--- src/rtl/wb_port_arbiter.sv ---
// wb_port_arbiter
// Shares one regfile write port (p0) and one ROB completion port among the
// ALU (0), VALU (1) and MDU (2). Each unit pushes completions into a private
// FIFO; a round-robin scheduler presents and pops one head per cycle, so
// simultaneous completions are queued and back-pressured instead of lost.
module wb_port_arbiter #(
    parameter int DEPTH = 2  // entries per requester FIFO, power of two, >= 2
) (
    input  logic        cpu_clock_i,
    input  logic        cpu_reset_i,
    input  logic        flush_i,

    input  logic        alu_valid_i,
    output logic        alu_ready_o,
    input  logic [31:0] alu_result_i,
    input  logic [5:0]  alu_dest_i,
    input  logic        alu_wb_valid_i,
    input  logic [4:0]  alu_rob_id_i,

    input  logic        valu_valid_i,
    output logic        valu_ready_o,
    input  logic [31:0] valu_result_i,
    input  logic [5:0]  valu_dest_i,
    input  logic        valu_wb_valid_i,
    input  logic [4:0]  valu_rob_id_i,

    input  logic        mdu_valid_i,
    output logic        mdu_ready_o,
    input  logic [31:0] mdu_result_i,
    input  logic [5:0]  mdu_dest_i,
    input  logic        mdu_wb_valid_i,
    input  logic [4:0]  mdu_rob_id_i,

    output logic [31:0] p0_we_data,
    output logic [5:0]  p0_we_dest,
    output logic        p0_wen,
    output logic [4:0]  rob_id_o,
    output logic        rob_valid
);

    localparam int NREQ  = 3;
    localparam int PTR_W = $clog2(DEPTH);

    // One extra pointer bit distinguishes full from empty when the index bits match.
    typedef logic [PTR_W:0] ptr_t;

    typedef struct packed {
        logic [31:0] result;
        logic [5:0]  dest;
        logic        wb_valid;
        logic [4:0]  rob_id;
    } entry_t;

    // Round-robin successor over the three requesters (0 -> 1 -> 2 -> 0).
    function automatic logic [1:0] rr_next(input logic [1:0] p);
        return (p == 2'd2) ? 2'd0 : p + 2'd1;
    endfunction

    entry_t          mem_q    [NREQ][DEPTH];
    ptr_t            wr_ptr_q [NREQ];
    ptr_t            wr_ptr_d [NREQ];
    ptr_t            rd_ptr_q [NREQ];
    ptr_t            rd_ptr_d [NREQ];
    logic [1:0]      rr_ptr_q;
    logic [1:0]      rr_ptr_d;

    entry_t          in_entry [NREQ];
    logic [NREQ-1:0] in_valid;
    logic [NREQ-1:0] empty;
    logic [NREQ-1:0] full;
    logic [NREQ-1:0] push;
    logic [NREQ-1:0] pop;
    logic            grant_any;
    logic [1:0]      grant_idx;
    entry_t          head;
    logic            present;

    // Gather the three requester port sets into indexable arrays.
    always_comb begin
        in_valid    = {mdu_valid_i, valu_valid_i, alu_valid_i};
        in_entry[0] = {alu_result_i,  alu_dest_i,  alu_wb_valid_i,  alu_rob_id_i};
        in_entry[1] = {valu_result_i, valu_dest_i, valu_wb_valid_i, valu_rob_id_i};
        in_entry[2] = {mdu_result_i,  mdu_dest_i,  mdu_wb_valid_i,  mdu_rob_id_i};
    end

    // FIFO occupancy flags, derived from registered pointers only.
    always_comb begin
        for (int i = 0; i < NREQ; i++) begin
            empty[i] = (wr_ptr_q[i] == rd_ptr_q[i]);
            full[i]  = (wr_ptr_q[i][PTR_W] != rd_ptr_q[i][PTR_W]) &&
                       (wr_ptr_q[i][PTR_W-1:0] == rd_ptr_q[i][PTR_W-1:0]);
        end
    end

    // Ready never looks at same-cycle pop, so a full FIFO stays not-ready while popping.
    assign alu_ready_o  = ~full[0];
    assign valu_ready_o = ~full[1];
    assign mdu_ready_o  = ~full[2];

    // Round-robin grant: first non-empty FIFO at or after rr_ptr.
    always_comb begin
        // NOTE: every always_comb output gets a default first so no path leaves it unassigned (no latch).
        logic [1:0] cand;
        cand      = rr_ptr_q;
        grant_any = 1'b0;
        grant_idx = 2'd0;
        for (int k = 0; k < NREQ; k++) begin
            if (!grant_any && !empty[cand]) begin
                grant_any = 1'b1;
                grant_idx = cand;
            end
            cand = rr_next(cand);
        end
    end

    // Present the granted head; flush and reset gate the whole port to zero.
    always_comb begin
        head       = mem_q[grant_idx][rd_ptr_q[grant_idx][PTR_W-1:0]];
        present    = grant_any & ~flush_i & ~cpu_reset_i;
        rob_valid  = present;
        p0_wen     = present & head.wb_valid;
        p0_we_data = present ? head.result : '0;
        p0_we_dest = present ? head.dest   : '0;
        rob_id_o   = present ? head.rob_id : '0;
    end

    // Next-state for pointers and the round-robin pointer.
    always_comb begin
        rr_ptr_d = rr_ptr_q;
        for (int i = 0; i < NREQ; i++) begin
            push[i]     = in_valid[i] & ~full[i] & ~flush_i;
            pop[i]      = grant_any & (grant_idx == 2'(i)) & ~flush_i;
            wr_ptr_d[i] = wr_ptr_q[i] + ptr_t'(push[i]);
            rd_ptr_d[i] = rd_ptr_q[i] + ptr_t'(pop[i]);
            if (flush_i) begin
                wr_ptr_d[i] = '0;
                rd_ptr_d[i] = '0;
            end
        end
        if (grant_any && !flush_i) begin
            rr_ptr_d = rr_next(grant_idx);
        end
    end

    // Pointer and scheduler state, synchronous reset.
    always_ff @(posedge cpu_clock_i) begin
        // NOTE: sequential state uses non-blocking assignments so every flop samples pre-edge values.
        if (cpu_reset_i) begin
            rr_ptr_q <= 2'd0;
            for (int i = 0; i < NREQ; i++) begin
                wr_ptr_q[i] <= '0;
                rd_ptr_q[i] <= '0;
            end
        end else begin
            rr_ptr_q <= rr_ptr_d;
            for (int i = 0; i < NREQ; i++) begin
                wr_ptr_q[i] <= wr_ptr_d[i];
                rd_ptr_q[i] <= rd_ptr_d[i];
            end
        end
    end

    // Entry storage written on push.
    always_ff @(posedge cpu_clock_i) begin
        // NOTE: storage has no reset; the pointers alone decide which slots hold live entries.
        for (int i = 0; i < NREQ; i++) begin
            if (push[i]) begin
                mem_q[i][wr_ptr_q[i][PTR_W-1:0]] <= in_entry[i];
            end
        end
    end

endmodule

--- config.mk ---
export PLATFORM = sky130hd
export DESIGN_NAME = wb_port_arbiter
export DESIGN_NICKNAME = d
export VERILOG_FILES = /design/src/rtl/wb_port_arbiter.sv
export SDC_FILE = /design/constraint.sdc
export NUM_CORES = 1
export LEC_CHECK = 0
export CAP_MARGIN = 20
export CORE_AREA = 4 4 215 196
export DETAILED_ROUTE_END_ITERATION = 8
export DIE_AREA = 0 0 219 200
export GPL_TIMING_DRIVEN = 0
export PLACE_DENSITY = 0.46
export SLEW_MARGIN = 20
export SYNTH_ARGS = -nofsm -noshare
export SYNTH_HDL_FRONTEND = slang
export SYNTH_SLANG_ARGS = --single-unit
--- constraint.sdc ---
create_clock -name cpu_clock_i -period 4.26 [get_ports cpu_clock_i]
set_clock_uncertainty 0.15 [all_clocks]
set_input_delay 0.852 -clock cpu_clock_i [delete_from_list [all_inputs] [get_ports cpu_clock_i]]
set_output_delay 0.852 -clock cpu_clock_i [all_outputs]
set_load 0.02 [all_outputs]
== Word-level counts from Yosys, hierarchy flattened ==
Memories as Yosys holds them, arrays and structs flattened.
Index checks and enable logic that the tools add are counted.

* Memory bits (writable): 276
* Output and inout port bits: 48
* Flip-flop bits (word level): 2
* Logic and storage cells: 128
* Memories: 3

* Eq/ne operators: 13
* Mux-type cells: 48
* Bitwise gates (word level): 30
* $add $sub $neg: 9
* Reductions and logical operators: 14
* $lt $le $gt $ge: 10

{| class="wikitable"
|+ Memory list
! memory !! words !! bits a word !! rd ports !! clocked after Yosys merged registers in !! write ports !! RTL line !! source
|-
| mem_q || 3 || 88 || 1 || 0 || 3 || 59 || <nowiki>entry_t mem_q [NREQ][DEPTH];</nowiki>
|-
| rd_ptr_q || 3 || 2 || 4 || 0 || 3 || 62 || <nowiki>ptr_t rd_ptr_q [NREQ];</nowiki>
|-
| wr_ptr_q || 3 || 2 || 3 || 0 || 3 || 60 || <nowiki>ptr_t wr_ptr_q [NREQ];</nowiki>
|}

{| class="wikitable"
|+ Operators with widths
! cell !! count
|-
| 44-bit two-way mux || 6
|-
| 88-bit two-way mux || 3
|-
| 44-bit demux with 1-bit select || 3
|-
| 2-bit two-way mux || 18
|-
| 32-bit two-way mux || 1
|-
| 1-bit AND || 15
|-
| 2-bit by 1-bit adder with 2-bit output || 6
|-
| 1-bit two-way mux || 12
|-
| 1-bit logical AND || 9
|-
| 2-bit by 3-bit < comparator with 1-bit output (second input constant) || 3
|-
| 2-bit >= comparator (second input constant) || 4
|-
| 1-bit NOT with 2-bit output || 4
|-
| 2-bit by 1-bit adder with 2-bit output (second input constant) || 3
|-
| 1-bit binary-select mux with 2-bit select || 3
|-
| 2-bit equality test || 3
|-
| 2-bit equality test (second input constant) || 3
|-
| 2-bit by 1-bit < comparator with 1-bit output (second input constant) || 3
|-
| 6-bit two-way mux || 1
|-
| 1-bit OR || 6
|-
| 5-bit two-way mux || 1
|-
| 1-bit NOT || 5
|-
| 1-bit logical NOT || 4
|-
| 1-bit equality test || 3
|-
| 1-bit != test || 3
|-
| other kinds (2) || 2
|}

== Depth between registers and ports, before layout ==
* Word-level depth: 16
* Gate-level depth with buffers: 10
* Mapped depth without buffers: 8

== Worst setup path after synthesis ==
No wires, ideal clock.

* Kind: input port to output port
* From: input flush_i
* To: output p0_we_dest[0]
* Arrival time: 2.746 ns
* Buffers on the path: 2
* Slack: 0.512 ns
* Stages on the path: 6
* Cells stage by stage: or2_2 clkbuf_1 a41oi_2 clkbuf_1 o221ai_1 a221oi_2

* Word-level cells in the longest chain between the ends: 4

{| class="wikitable"
|+ RTL lines
! what !! RTL line !! source
|-
| start: declaration || 11 || <nowiki>input logic flush_i,</nowiki>
|-
| 1-bit NOT || 119 || <nowiki>present = grant_any & ~flush_i & ~cpu_reset_i;</nowiki>
|-
| 1-bit AND (2 in a row) || 119 ||
|-
| net rob_valid || 38 || <nowiki>output logic rob_valid</nowiki>
|-
| 6-bit two-way mux || 123 || <nowiki>p0_we_dest = present ? head.dest : '0;</nowiki>
|-
| end: declaration || 35 || <nowiki>output logic [5:0] p0_we_dest,</nowiki>
|}

The timed path passes the listed nets, and every way through them passes these cells.

== Worst setup path after layout ==
* From: input cpu_reset_i
* To: output p0_we_dest[0]

* Word-level cells in the longest chain between the ends: 3

{| class="wikitable"
|+ RTL lines
! what !! RTL line !! source
|-
| start: declaration || 10 || <nowiki>input logic cpu_reset_i,</nowiki>
|-
| 1-bit NOT || 119 ||
|-
| 1-bit AND || 119 ||
|-
| 6-bit two-way mux || 123 ||
|}

Every way passes these cells.

==> impl_metrics.tcl <==
set metrics [dict create \
    die_area_um2 43800 \
    p_leak_nw 5.12 \
    die_width_um 219 \
    setup_slack_ns 0.0829 \
    clock.fmax_mhz 239 \
    antenna_cells 0 \
    drt_iter0_drc 343 \
    use_met3_pct 3.01 \
    cts_tree "built" \
    wl_um 34800 \
    drc_errors 0 \
    grt_use_met1_pct 22.3 \
    critPathRequiredTime_ns 3.26 \
    vdd_drop_max_mv 0.226 \
    yosysTopAreaCell "edfxtp_1" \
    grt_pass1_wl_um 49800 \
    clk_pin_slew_worst_paths_ns 0.05 \
    grtUsageMet2_pct 24.9 \
    hpwl_um 23200 \
    setup_violations 0 \
    ys_warn_count 0 \
    worst_pin_slew_ns 0.536 \
    synth_fp_nets 822 \
    grt-ovfl-total 0 \
    die_h_um 200 \
    avgSynthCellArea_um2 17.0 \
    maxCapViolCount 0 \
    start_kind "input port" \
    io_pins 186 \
    core_area_um2 40100 \
    grt_usage_pct 15.6 \
    period_minus_slack_ns 4.18 \
    synth-async-reset-ratio_pct 0 \
    clk_latency_ns 0.51 \
    rows 70 \
    synth_area_leaders "edfxtp_1 69%, a221oi_2 5.2%, mux2i_1 3.9%, o221ai_1 3.4%, o21a_1 2.9%" \
    drv_slew 0 \
    grt-busiest-layer "met2" \
    antenna_found_initial 2 \
    grt_pass1_vias 7490 \
    io_buffers 185 \
    grt_max_degree 27 \
    crit_fanout 10 \
    final_area_um2 15600 \
    vias 7026 \
    dr.pass1.iters 5 \
    clock-root-buffer "clkbuf_16" \
    drive_gt1_share_pct 23.0 \
    antenna_left 0 \
    gp_congestion 0.707 \
    ys_seq_area_share_pct 71.6 \
    initial_utilization_pct 28.6 \
    cp.arrival_ns 3.18 \
    synth_ff_type "edfxtp_1" \
    final_nets 1064 \
    outcome "completed" \
    synth_cells 675 \
    cts_hold_buf 0 \
    synthesis.area_um2 11500 \
    dp_slack_ns -1.61 \
    period_share_pct 98.1 \
    area_delta_synth_final_pct 36.5 \
    viasPerCell 4.75 \
    placed_area_um2 14200 \
    max_slew_margin_pct 64.3 \
    hold_viol_final 0 \
    power.density_nw_per_um2 434 \
    numCtsBuffers 34 \
    detail_route.wl_per_cell_um 23.5 \
    h-tree-depth 2 \
    ys_seq_elements 278 \
    cts_num_sinks 278 \
    hold_class "flip-flop to flip-flop" \
    synth_top_area_share_pct 69.2 \
    postLayoutCoreUtil_pct 39.0 \
    synth_enable_flop_cells 264 \
    endpoint_kind "output port" \
    clk_path_buf_depth 3 \
    critPathKind "input port to output port" \
    synth_cell_types 42 \
]
-- critical path: stages --
cell and delay (ns):
clkdlybuf4s50_1 0.47, or2_4 0.34, a41oi_4 0.21, buf_12 0.16
clkbuf_4 0.25, o221ai_1 0.18, a221oi_2 0.35, clkdlybuf4s15_1 0.35
-- where the power goes --
| part | switching [W] | total (W) | internal (W) | leakage, nW |
|---|---|---|---|---|
| clock | 0.00110 | 0.00288 | 0.00179 | 0.542 |
| sequential | 0.0000214 | 0.00310 | 0.00308 | 2.54 |
| combinational | 0.000461 | 0.000810 | 0.000349 | 2.03 |
-- sequential cells by signal, indices dropped and copies added, names as in the netlist --
name and count:
mem_q 264, wr_ptr_q 6, rd_ptr_q 6, rr_ptr_q 2
-- per-layer routing --
layer	share of wire, %	up-vias
li1	-	3268
met1	47	3525
met2	46	183
met3	4.8	48
met4	1.7	2
met5	0.037	-
-- through the flow --
step / total power, W / setup TNS [ns] / std cells / hold WS (ns)
global route: 0.00706 / -0.550 / 1479 / 0.452
global placement: 0.00395 / -160.04 / 1400 / 0.371
finish: 0.00679 / 0 / 1479 / 0.424
detailed placement: 0.00396 / -65.60 / 1407 / 0.389
CTS: 0.00688 / -0.144 / 1470 / 0.421
floorplan: 0.00353 / 0 / 675 / 0.354
-- final cells by class --
class                   count  area (µm²)
multi-input cells         340        3170
well taps                 540         676
repair buffers            209        2090
flip-flops and latches    278        8220
inverters                   4        15.0
plain buffers              50         364
clock buffers              37         883
fillers                  3836       24500
clock inverters            21         220
-- path summary, 6_finish.rpt --
check / from / to / slack (ns) / depth (start not counted)
setup / recovery: cpu_reset_i / p0_we_dest[0] / 0.08 / 8
setup reg to reg: wr_ptr_q[0][4]$_SDFF_PP0_ / rd_ptr_q[0][0]$_SDFF_PP0_ / 1.79 / 8
hold reg to reg: wr_ptr_q[0][3]$_SDFF_PP0_ / wr_ptr_q[0][3]$_SDFF_PP0_ / 0.42 / 2
hold / removal: wr_ptr_q[0][3]$_SDFF_PP0_ / wr_ptr_q[0][3]$_SDFF_PP0_ / 0.42 / 2
-- cell families (layout without fill, tap and decap cells) --
kind of cell             count (synthesis)  in the layout  share of synthesized area, %
AO/OA/AOI/OAI                          236            236                          18.0
XOR/XNOR                                13             13                          1.06
adder cells (fa/ha/maj)                  9              9                         0.983
buffers and inverters                   57            321                          2.58
flip-flops                             278            278                          71.6
multiplexers                            45             45                          3.93
AND/OR/NAND/NOR                         37             37                          1.82
-- cell usage in the layout (no fill, tap or decap), drive strengths merged --
master / Yosys / layout
edfxtp: 264 / 264
clkdlybuf4s50: 0 / 140
clkbuf: 30 / 68
buf: 23 / 58
a21oi: 48 / 48
mux2i: 45 / 45
o221ai: 44 / 44
o21bai: 44 / 44
o21a: 44 / 44
a221oi: 44 / 44
clkdlybuf4s15: 0 / 18
nor2: 15 / 15
clkinv: 0 / 15
dfxtp: 14 / 14
dlygate4sd2: 0 / 12
xnor2: 11 / 11
ha: 9 / 9
bufinv: 0 / 5
and2: 5 / 5
inv: 4 / 5
a211oi: 5 / 5
nand2: 3 / 3
and3b: 3 / 3
nand2b: 3 / 3
a2111oi: 3 / 3
xor2: 2 / 2
nor2b: 2 / 2
o211ai: 2 / 2
or2: 1 / 1
a41oi: 1 / 1
nand4b: 1 / 1
a21o: 1 / 1
or3: 1 / 1
nor3: 1 / 1
nor4: 1 / 1
nand4: 1 / 1
-- synth_stat cells (2+ instances only) --
cell / n
nor2b_1: 2
clkbuf_1: 30
nand2b_1: 3
buf_6: 7
and2_1: 5
a21oi_1: 47
a221oi_1: 4
mux2i_1: 45
xnor2_1: 11
nand2_1: 3
nor2_1: 14
o21a_1: 44
inv_1: 4
and3b_1: 3
o221ai_1: 44
buf_4: 4
a221oi_2: 40
edfxtp_1: 264
a211oi_1: 4
ha_1: 9
buf_2: 11
dfxtp_1: 14
o21bai_1: 44
-- repair_timing --
| action | 4_1_cts | 5_1_grt |
|---|---|---|
| gates resized for setup | 153 | 46 |
| hold endpoints to repair | 0 | 0 |
| endpoints found under the setup margin | 45 | 44 |
| pin swaps | 7 | 13 |
| setup buffers | 6 | 11 |
Power figures use the tool's default switching activity.
